`src/rtl/mem_stage_pkg.sv`:
```
// Shared definitions for the memory stage: access-size codes, FSM states and size helpers.
// Latency: n/a (types and pure functions only).
// Backpressure: n/a.
package mem_stage_pkg;

    // Funct3 access size / signedness codes
    localparam logic [2:0] F3_B  = 3'b000;
    localparam logic [2:0] F3_H  = 3'b001;
    localparam logic [2:0] F3_W  = 3'b010;
    localparam logic [2:0] F3_D  = 3'b011;
    localparam logic [2:0] F3_BU = 3'b100;
    localparam logic [2:0] F3_HU = 3'b101;
    localparam logic [2:0] F3_WU = 3'b110;

    typedef enum logic [1:0] {
        IDLE     = 2'd0,
        WAIT_GNT = 2'd1,
        WAIT_RD  = 2'd2
    } state_e;

    // Byte-enable mask for a lane-0 access; zero marks an illegal size code.
    function automatic logic [7:0] size_mask(input logic [2:0] f3);
        case (f3)
            F3_B, F3_BU: size_mask = 8'h01;
            F3_H, F3_HU: size_mask = 8'h03;
            F3_W, F3_WU: size_mask = 8'h0F;
            F3_D:        size_mask = 8'hFF;
            default:     size_mask = 8'h00;
        endcase
    endfunction

    // Low address bits that must be zero for a naturally aligned access.
    function automatic logic [2:0] align_mask(input logic [2:0] f3);
        case (f3)
            F3_H, F3_HU: align_mask = 3'b001;
            F3_W, F3_WU: align_mask = 3'b011;
            F3_D:        align_mask = 3'b111;
            default:     align_mask = 3'b000;
        endcase
    endfunction

endpackage

```
`src/rtl/mem_stage_hs_load_align.sv`:
```
// Load data extraction: shifts the addressed bytes down to lane 0 and sign/zero extends to XLEN.
// Latency: purely combinational.
// Backpressure: none; output follows inputs.
// Ports: rdata_i raw bus word, lane_i byte offset within the word, funct3_i size/sign, data_o result.
module mem_stage_hs_load_align
    import mem_stage_pkg::*;
#(
    parameter int XLEN = 64
) (
    input  logic [XLEN-1:0]              rdata_i,
    input  logic [$clog2(XLEN/8)-1:0]    lane_i,
    input  logic [2:0]                   funct3_i,
    output logic [XLEN-1:0]              data_o
);

    logic [XLEN-1:0] shifted;

    always_comb begin
        shifted = rdata_i >> {lane_i, 3'b000};
        case (funct3_i)
            F3_B:    data_o = XLEN'($signed(shifted[7:0]));
            F3_H:    data_o = XLEN'($signed(shifted[15:0]));
            F3_W:    data_o = XLEN'($signed(shifted[31:0]));
            F3_BU:   data_o = XLEN'(shifted[7:0]);
            F3_HU:   data_o = XLEN'(shifted[15:0]);
            F3_WU:   data_o = XLEN'(shifted[31:0]);
            default: data_o = shifted;   // D: full word
        endcase
    end

endmodule

```
`src/rtl/mem_stage_hs.sv`:
```
// Memory stage with variable-latency data-memory handshake, load/store sizing and M/W register.
// Latency: non-memory/faulting ops 1 edge; stores 1 edge after gnt; loads 1 edge after rvalid.
// Backpressure: StallM (combinational) holds upstream while a bus transaction has not completed.
// Ports: M-stage controls/data in; dmem_* request/grant/read-return bus; *W writeback register out.
module mem_stage_hs
    import mem_stage_pkg::*;
#(
    parameter int XLEN   = 64,
    parameter int REG_AW = 5
) (
    input  logic                 clk,
    input  logic                 rst,
    // M stage
    input  logic                 ValidM,
    input  logic                 RegWriteM,
    input  logic                 MemWriteM,
    input  logic                 MemReadM,
    input  logic                 ResultSrcM,
    input  logic [2:0]           Funct3M,
    input  logic [REG_AW-1:0]    RD_M,
    input  logic [XLEN-1:0]      PCPlus4M,
    input  logic [XLEN-1:0]      WriteDataM,
    input  logic [XLEN-1:0]      ALU_ResultM,
    output logic                 StallM,
    // data memory bus
    output logic                 dmem_req,
    output logic                 dmem_we,
    output logic [XLEN-1:0]      dmem_addr,
    output logic [XLEN/8-1:0]    dmem_be,
    output logic [XLEN-1:0]      dmem_wdata,
    input  logic                 dmem_gnt,
    input  logic                 dmem_rvalid,
    input  logic [XLEN-1:0]      dmem_rdata,
    // writeback
    output logic                 ValidW,
    output logic                 RegWriteW,
    output logic                 ResultSrcW,
    output logic                 ErrW,
    output logic [REG_AW-1:0]    RD_W,
    output logic [XLEN-1:0]      PCPlus4W,
    output logic [XLEN-1:0]      ALU_ResultW,
    output logic [XLEN-1:0]      ReadDataW
);

    localparam int BE_W   = XLEN / 8;
    localparam int LANE_W = $clog2(BE_W);

    state_e               state_q;
    logic                 valid_w_q, reg_write_w_q, result_src_w_q, err_w_q;
    logic [REG_AW-1:0]    rd_w_q;
    logic [XLEN-1:0]      pc_plus4_w_q, alu_result_w_q, read_data_w_q;

    logic                 mem_op, size_bad, misaligned, fault, bus_go, complete;
    logic [LANE_W-1:0]    lane;
    logic [7:0]           mask8;
    logic [XLEN-1:0]      load_data, read_data_d;

    assign lane       = ALU_ResultM[LANE_W-1:0];
    assign mask8      = size_mask(Funct3M);
    assign mem_op     = ValidM & (MemReadM | MemWriteM);
    // Doubleword and unsigned-word accesses do not exist on a 32-bit datapath.
    assign size_bad   = (mask8 == 8'h00) ||
                        ((XLEN == 32) && ((Funct3M == F3_D) || (Funct3M == F3_WU)));
    assign misaligned = |(ALU_ResultM[2:0] & align_mask(Funct3M));
    assign fault      = mem_op & (size_bad | misaligned);
    assign bus_go     = mem_op & ~fault;

    // A load is never completed by gnt alone; it needs the rvalid in WAIT_RD.
    always_comb begin
        complete = 1'b0;
        case (state_q)
            IDLE:     complete = bus_go & ~MemReadM & dmem_gnt;
            WAIT_GNT: complete = dmem_gnt & ~MemReadM;
            WAIT_RD:  complete = dmem_rvalid;
            default:  complete = 1'b0;
        endcase
    end

    assign StallM = ((state_q != IDLE) | bus_go) & ~complete;

    // Bus fields are driven straight from the held M inputs and zeroed whenever req is low,
    // so they stay stable through WAIT_GNT because upstream is stalled.
    assign dmem_req   = ((state_q == IDLE) & bus_go) | (state_q == WAIT_GNT);
    assign dmem_we    = dmem_req & ~MemReadM;
    assign dmem_addr  = dmem_req ? {ALU_ResultM[XLEN-1:LANE_W], {LANE_W{1'b0}}} : '0;
    assign dmem_be    = dmem_req ? (BE_W'(mask8) << lane) : '0;
    assign dmem_wdata = dmem_req ? (WriteDataM << {lane, 3'b000}) : '0;

    mem_stage_hs_load_align #(.XLEN(XLEN)) u_load_align (
        .rdata_i  (dmem_rdata),
        .lane_i   (lane),
        .funct3_i (Funct3M),
        .data_o   (load_data)
    );

    assign read_data_d = (ValidM & MemReadM & complete) ? load_data : '0;

    always_ff @(posedge clk) begin
        if (!rst) begin
            state_q <= IDLE;
        end else begin
            case (state_q)
                IDLE: begin
                    if (bus_go) begin
                        if (!dmem_gnt)     state_q <= WAIT_GNT;
                        else if (MemReadM) state_q <= WAIT_RD;
                    end
                end
                WAIT_GNT: if (dmem_gnt)    state_q <= MemReadM ? WAIT_RD : IDLE;
                WAIT_RD:  if (dmem_rvalid) state_q <= IDLE;
                default:                   state_q <= IDLE;
            endcase
        end
    end

    always_ff @(posedge clk) begin
        if (!rst || StallM) begin
            // Reset and stalled cycles both leave an all-zero bubble in W.
            valid_w_q      <= 1'b0;
            reg_write_w_q  <= 1'b0;
            result_src_w_q <= 1'b0;
            err_w_q        <= 1'b0;
            rd_w_q         <= '0;
            pc_plus4_w_q   <= '0;
            alu_result_w_q <= '0;
            read_data_w_q  <= '0;
        end else begin
            valid_w_q      <= ValidM;
            reg_write_w_q  <= RegWriteM & ~fault;
            result_src_w_q <= ResultSrcM;
            err_w_q        <= fault;
            rd_w_q         <= RD_M;
            pc_plus4_w_q   <= PCPlus4M;
            alu_result_w_q <= ALU_ResultM;
            read_data_w_q  <= read_data_d;
        end
    end

    assign ValidW      = valid_w_q;
    assign RegWriteW   = reg_write_w_q;
    assign ResultSrcW  = result_src_w_q;
    assign ErrW        = err_w_q;
    assign RD_W        = rd_w_q;
    assign PCPlus4W    = pc_plus4_w_q;
    assign ALU_ResultW = alu_result_w_q;
    assign ReadDataW   = read_data_w_q;

endmodule

```
`config.mk`:
```
export PLATFORM = sky130hd
export DESIGN_NAME = mem_stage_hs
export DESIGN_NICKNAME = d
export VERILOG_FILES = /design/src/rtl/mem_stage_pkg.sv /design/src/rtl/mem_stage_hs_load_align.sv /design/src/rtl/mem_stage_hs.sv
export SDC_FILE = /design/constraint.sdc
export NUM_CORES = 1
export LEC_CHECK = 0
export ABC_AREA = 1
export CORE_AREA = 2 2 242 244
export CTS_CLUSTER_DIAMETER = 100
export CTS_CLUSTER_SIZE = 25
export DETAILED_ROUTE_END_ITERATION = 7
export DIE_AREA = 0 0 244 246
export HOLD_SLACK_MARGIN = 0.05
export SETUP_SLACK_MARGIN = 0.2
export SLEW_MARGIN = 30
export SYNTH_ARGS = -nofsm -noshare
export SYNTH_HDL_FRONTEND = slang
export SYNTH_SLANG_ARGS = --single-unit
export TNS_END_PERCENT = 1
```
`constraint.sdc`:
```
create_clock -name clk -period 1.6 [get_ports clk]
set_input_delay 0.16 -clock clk [delete_from_list [all_inputs] [get_ports clk]]
set_output_delay 0.16 -clock clk [all_outputs]
set_load 0.01 [all_outputs]
```
==> key figures, run 1 <==
Floorplanning
  • IO Count: 613
  • Die X: 244 um
  • Initial Utilization: 19.0%
  • Die Footprint: 60,000 sq um
  • Die Height: 246 um
  • Core ar.: 57,400 sq um
  • Cell Rows: 88

Worst setup path
  • Max Fanout on Critical Path: 7
  • Startpoint types: flop
  • Cell family with most CP delay: buffers and inverters
  • Crit-path max cell delay: 340 ps
  • Crit path DAT: 1790 ps
  • Req. time, crit path: 1440 ps
  • Critical path's slowest cell: dfxtp_2
  • Worst Path Buf+Inv: 4
  • Worst setup EP type: output pin
  • CP cell instances: inv_2, nand2_4, nand2_8, buf_12, buf_8, nor2_1, dlygate4sd2_1
  • Setup CP Type: flop to output pin

STA
  • Slew @ Worst Pin: 508 ps
  • RSZ-0062 raised after global routing: true
  • Final Hold Fails: 0
  • Setup TNS: -39,160 ps
  • Max Freq: 0.512 GHz
  • Pins Over Slew Limit: 0
  • Period minus WS final: 1950 ps
  • Clk_skew: 24.8 ps
  • Slew HR: 65.8%
  • Setup-failing EPs final: 253
  • Final WS setup: -351 ps
  • Fin crit share: 122%

Clocking
  • Clk_lat worst skew: 510 ps
  • Clock Pin Slew Worst Setup and Hold Paths: 100 ps
  • Maximum clock path buffer count: 3
  • CTS tree: done
  • CTS root buffer: clkbuf_16
  • Hold_buf cts: 0
  • # H-tree levels: 1
  • CTS buffer count: 14
  • Clock sinks: 203

Layout
  • Commonest non-fill, non-tap cell in the layout: nand2_1
  • Most frequent cells in the layout: 301 x nand2_1, 263 x clkdlybuf4s50_1, 231 x buf_4, 205 x dlygate4sd2_1, 204 x nor2_1
  • Fillers: 6,148
  • Share of cells above drive strength 1: 30.5%
  • Fin area: 20,000 sq um
  • Final #Nets: 2,594
  • P&R area growth vs syn: 83.7%
  • Final core utilization: 34.8%
  • Non-Filler Instances: 3,094

Flow run
  • Max-cap violations: 0

Global routing
  • Overall global routing resource usage: 18.2%
  • Initial antenna violation count: 11
  • Largest net degree at the start of global routing: 49
  • Vias in the first global route: 13.5k
  • First-pass GRT wire length: 83.2 mm
  • Remaining global-route overflow: 0

Placed design
  • Placed insts: 3,060
  • # port buffers: 609
  • Post-DP HPWL: 47.3 mm
  • Placer Congestion: 0.970
  • Placement Cell Area: 19,700 sq um

Power
  • Tot Pwr: 14,800 uW
  • Pwr dens: 742 nW/um^2
  • VDD IR max: 682 uV
  • Leakage power: 0.00987 uW

Outcome
  • Status: finished with violations
  • Violated checks: setup timing

Drt
  • Antenna-violating nets left: 0
  • DRC errors left: 0
  • Routed vias: 13.1k
  • WL/cell: 18.7 um
  • Detailed Route WL: 57.8 mm
  • Iteration-0 DRC count of the detailed router: 724
  • Detailed-router iteration count before antenna repair: 7
  • Vias per cell: 4.23

Logic synthesis
  • Netlist cell types: 35
  • Seq/Total Area, Yosys: 37.4%
  • Mapped Cells: 1,538
  • Synth Register Bits: 203
  • Cell Area, Synth: 10,900 sq um
  • Ys Warns: 0
  • Syn Area/Cell: 7.07 sq um
  • Cell accounting for the most synthesized area: dfxtp_1
  • Top cell type's share of synthesized area: 37.4%
  • Synth area leaders: dfxtp_1 37%, nand2_1 11%, nor2_4 10%, nor2_1 9.8%, inv_1 6.9%

Min path
  • Worst hold path type: primary input to flop
synth_stat cells:
library cell	instances
nand2_2	9
a211oi_1	24
clkbuf_1	29
inv_1	200
a221oi_1	9
nor4_1	1
inv_4	1
inv_2	3
o211ai_2	1
buf_6	7
dfxtp_1	203
nand4_1	5
nor2_4	101
buf_1	11
a2bb2oi_1	4
conb_1	1
a21oi_2	2
buf_4	11
nand2_1	305
nand3_4	2
o211ai_1	9
o21ai_0	72
nand3_1	64
o221ai_1	3
a22oi_1	2
a21oi_1	43
nor3_1	18
nor2_1	284
buf_2	40
or2_2	1
buf_12	11
o22ai_1	7
mux2i_1	4
a31oi_1	19
nor2_2	32
worst min-delay path, cell delays in order:
cell and delay [ps]:
clkdlybuf4s50_1 390, inv_1 60, nor2_2 30
worst paths after layout:
| path | from | endpoint | slack, ps | depth (start not counted) |
|---|---|---|---|---|
| worst min register to register | state_q[0] | state_q[1] | 770 | 5 |
| worst max register to register | state_q[1] | ALU_ResultW[61] | -120 | 9 |
| worst max-delay path | state_q[0] | dmem_addr[24] | -350 | 7 |
| worst min-delay path | PCPlus4M[3] | PCPlus4W[3] | 170 | 3 |
state kept, by name, indices dropped and copies added (netlist names):
| name | flops |
|---|---|
| ALU_ResultW | 64 |
| ErrW | 1 |
| PCPlus4W | 64 |
| RD_W | 5 |
| ReadDataW | 64 |
| RegWriteW | 1 |
| ResultSrcW | 1 |
| ValidW | 1 |
| state_q | 2 |
final cells by class:
type                            instances  area [sq um]  area share, %
Sequential cell                       203          4070           20.3
Clock inverter                          5          90.1          0.451
Multi-Input combinational cell       1024          5880           29.4
Clock buffer                           16           379           1.90
Inverter                              204           781           3.91
Timing Repair Buffer                  874          7820           39.1
Tap cell                              765           957           4.79
Antenna cell                            3          7.51         0.0376
per-stage QoR:
step                worst slack, ps  hold WS [ps]
floorplan                       151           239
global placement              -1070           652
detailed placement            -1040           645
CTS                            -426           131
global route                   -455           149
finish                         -351           167
power breakdown:
part           switching, uW  internal, uW
clock network           2080          1820
logic                   2930          2480
registers               86.8          5420
kinds of logic after synthesis:
logic type | share of synthesized area (%)
compound gates | 10.8
flops | 37.4
buf+inv | 13.8
other cells | 0.0345
mux | 0.368
simple gates | 37.7
layer usage:
layer / track usage, % / part of all wire [%]
met5: 0 / 0.14
met4: 7.23 / 3.8
met3: 4.62 / 7.4
met2: 32.5 / 49
met1: 20.6 / 39
timing repair:
| action | 4_1_cts | 5_1_grt |
|---|---|---|
| endpoints found under the setup margin | 538 | 339 |
| gates resized for setup | 669 | 175 |
| hold endpoints to repair | 0 | 0 |
| setup buffers | 1 | 3 |
| pin swaps | 5 | 1 |
| cloned | 1 | 5 |
No activity file was read; power rests on OpenSTA's default activity.
==> run 2: changes to the inputs <==
--- a/config.mk
+++ b/config.mk
@@ -11,6 +11,7 @@
 export CTS_CLUSTER_SIZE = 25
 export DETAILED_ROUTE_END_ITERATION = 7
 export DIE_AREA = 0 0 244 246
+export GPL_TIMING_DRIVEN = 0
 export HOLD_SLACK_MARGIN = 0.05
 export SETUP_SLACK_MARGIN = 0.2
 export SLEW_MARGIN = 30
==> key figures, run 2 (same netlist as run 1, synthesis figures left out) <==
Clocking
  • # H-tree levels: 1
  • Hold_buf cts: 0
  • Clock sinks: 203
  • Maximum clock path buffer count: 3
  • Clock Pin Slew Worst Setup and Hold Paths: 100 ps
  • CTS buffer count: 14
  • Clk_lat worst skew: 520 ps
  • CTS tree: done
  • CTS root buffer: clkbuf_16

Placed design
  • Post-DP HPWL: 55.9 mm
  • Placement Cell Area: 18,300 sq um
  • Pre-CTS setup slack: -1730 ps
  • # port buffers: 606
  • Placer Congestion: 0.957

Min path
  • Worst hold path type: primary input to flop
  • Worst hold endpoint: PCPlus4W[16]
  • WHS Path Cells: 3
  • Worst hold start: PCPlus4M[16]

Worst setup path
  • Worst setup EP type: output pin
  • CP cell instances: buf_2, buf_2, clkbuf_2, a211oi_1, a211oi_4, buf_2
  • Setup CP Type: primary input to output pin
  • Reg2Reg Setup Slack: -130 ps
  • Reg-to-reg endpoint: ReadDataW[19]
  • Crit path DAT: 1850 ps
  • Startpoint types: primary input
  • Worst r2r path cells: 10
  • Req. time, crit path: 1440 ps
  • Max Fanout on Critical Path: 10
  • Critical path's slowest cell: clkbuf_2
  • Crit-path max cell delay: 450 ps
  • Most used cell, CP: buf_2
  • RR Startpoint: state_q[0]

Layout
  • Final #Nets: 2,452
  • Share of cells above drive strength 1: 26.1%
  • Commonest non-fill, non-tap cell in the layout: nand2_1
  • Fin area: 19,700 sq um
  • Most frequent cells in the layout: 300 x nand2_1, 263 x clkdlybuf4s50_1, 215 x nor2_1, 201 x dfxtp_1, 192 x inv_1
  • Final core utilization: 34.4%
  • P&R area growth vs syn: 81.4%

STA
  • Fin crit share: 126%
  • Pins Over Slew Limit: 0
  • Slew HR: 47.5%
  • Final hold slack: 153 ps
  • Clk_skew: 42.5 ps
  • Max Freq: 0.498 GHz
  • Slew @ Worst Pin: 787 ps
  • Period minus WS final: 2010 ps
  • RSZ-0062 raised after global routing: true
  • Final WS setup: -409 ps
  • Setup-failing EPs final: 286
  • Final Hold Fails: 0

Outcome
  • Status: finished with violations
  • Violated checks: setup timing

Drt
  • Routed vias: 13.1k
  • Post-Route M1 WL: 26.3 mm
  • Vias per cell: 4.42
  • DR top layer: met4
  • WL/cell: 23.2 um
  • Iteration-0 DRC count of the detailed router: 837
  • Antenna-violating nets left: 0
  • Detailed-router iteration count before antenna repair: 6
  • Met3 Wirelength: 5.05 mm
  • DRC errors left: 0
  • Metal2 WL: 34.9 mm
  • Detailed Route WL: 68.6 mm

Power
  • Tot Pwr: 15,200 uW
  • Pwr dens: 769 nW/um^2
  • Leakage power: 0.0110 uW
  • VDD IR max: 669 uV

Global routing
  • Largest net degree at the start of global routing: 26
  • Overall global routing resource usage: 21.7%
  • First-pass GRT wire length: 94.8 mm
  • Remaining global-route overflow: 0
  • Vias in the first global route: 13.3k
  • Initial antenna violation count: 1

Floorplanning
  • IO Count: 613
  • Core ar.: 57,400 sq um
  • Die Footprint: 60,000 sq um
  • Die X: 244 um
  • Cell Rows: 88
  • Die Height: 246 um
  • Initial Utilization: 19.0%

Flow run
  • Max-cap violations: 0
[run 2: changes by cell type in the layout (fill, tap and decap cells not counted), moves of 6 or more]
| cell | previous run | this run |
|---|---|---|
| buf_12 | 28 | 20 |
| buf_4 | 231 | 33 |
| buf_6 | 20 | 48 |
| buf_8 | 2 | 8 |
| clkbuf_1 | 1 | 7 |
| clkbuf_2 | 2 | 11 |
| clkbuf_4 | 0 | 6 |
| clkbuf_8 | 0 | 6 |
| dlygate4sd2_1 | 205 | 57 |
| dlymetal6s2s_1 | 0 | 147 |
| nor2_1 | 204 | 215 |
| nor2_2 | 98 | 79 |
| nor2_4 | 115 | 123 |
[run 2: layout make-up]
| cell class | instances | area [sq um] |
|---|---|---|
| inverter | 204 | 797 |
| tap | 765 | 957 |
| buffer | 109 | 1170 |
| clock inverter | 5 | 87.6 |
| multi-input combinational | 1024 | 6070 |
| antenna | 2 | 5.00 |
| sequential | 203 | 4070 |
| clock buffer | 18 | 407 |
| timing repair buffer | 623 | 6150 |
| fill | 6025 | 37600 |
[run 2: power by group]
group,internal (uW),leakage [uW],switching (uW),total (uW)
Combinational,2440,0.00913,3220,5670
Clock,1920,0.000237,2080,3990
Sequential,5420,0.00167,92.7,5510
[run 2: metrics by stage]
step / setup TNS [ps] / std cells
floorplan: 0 / 1540
global placement: -405310 / 2911
detailed placement: -403380 / 2911
CTS: -45400 / 2951
global route: -74310 / 2952
finish: -39790 / 2953
[run 2: routing by layer]
metal / GRT usage [%] / up-vias
li1: - / 6018
met1: 24.9 / 6183
met2: 39.9 / 743
met3: 4.12 / 115
met4: 7.50 / 0
met5: 0 / -
[run 2: worst max path at each step]
stage / start / to / slack, ps
6_report: ALU_ResultM[2] / dmem_wdata[59] / -410
5_1_grt: state_q[0] / dmem_wdata[43] / -460
4_1_cts: state_q[0] / dmem_wdata[43] / -430
3_5_place_dp: MemReadM / dmem_addr[26] / -1730
3_3_place_gp: MemReadM / dmem_addr[63] / -1730
2_1_floorplan: Funct3M[1] / ALU_ResultW[1] / 150
[run 2: critical path: cells and delay by family]
kind	cells	cell delay [ps]
buffers and inverters	4	1230
AOI/OAI and AO/OA	2	430
[run 2: what timing repair did]
item,4_1_cts,5_1_grt
resized for setup,842,209
pin swaps,19,3
buffers inserted,12,0
cloned,5,0
setup endpoints to repair,540,485
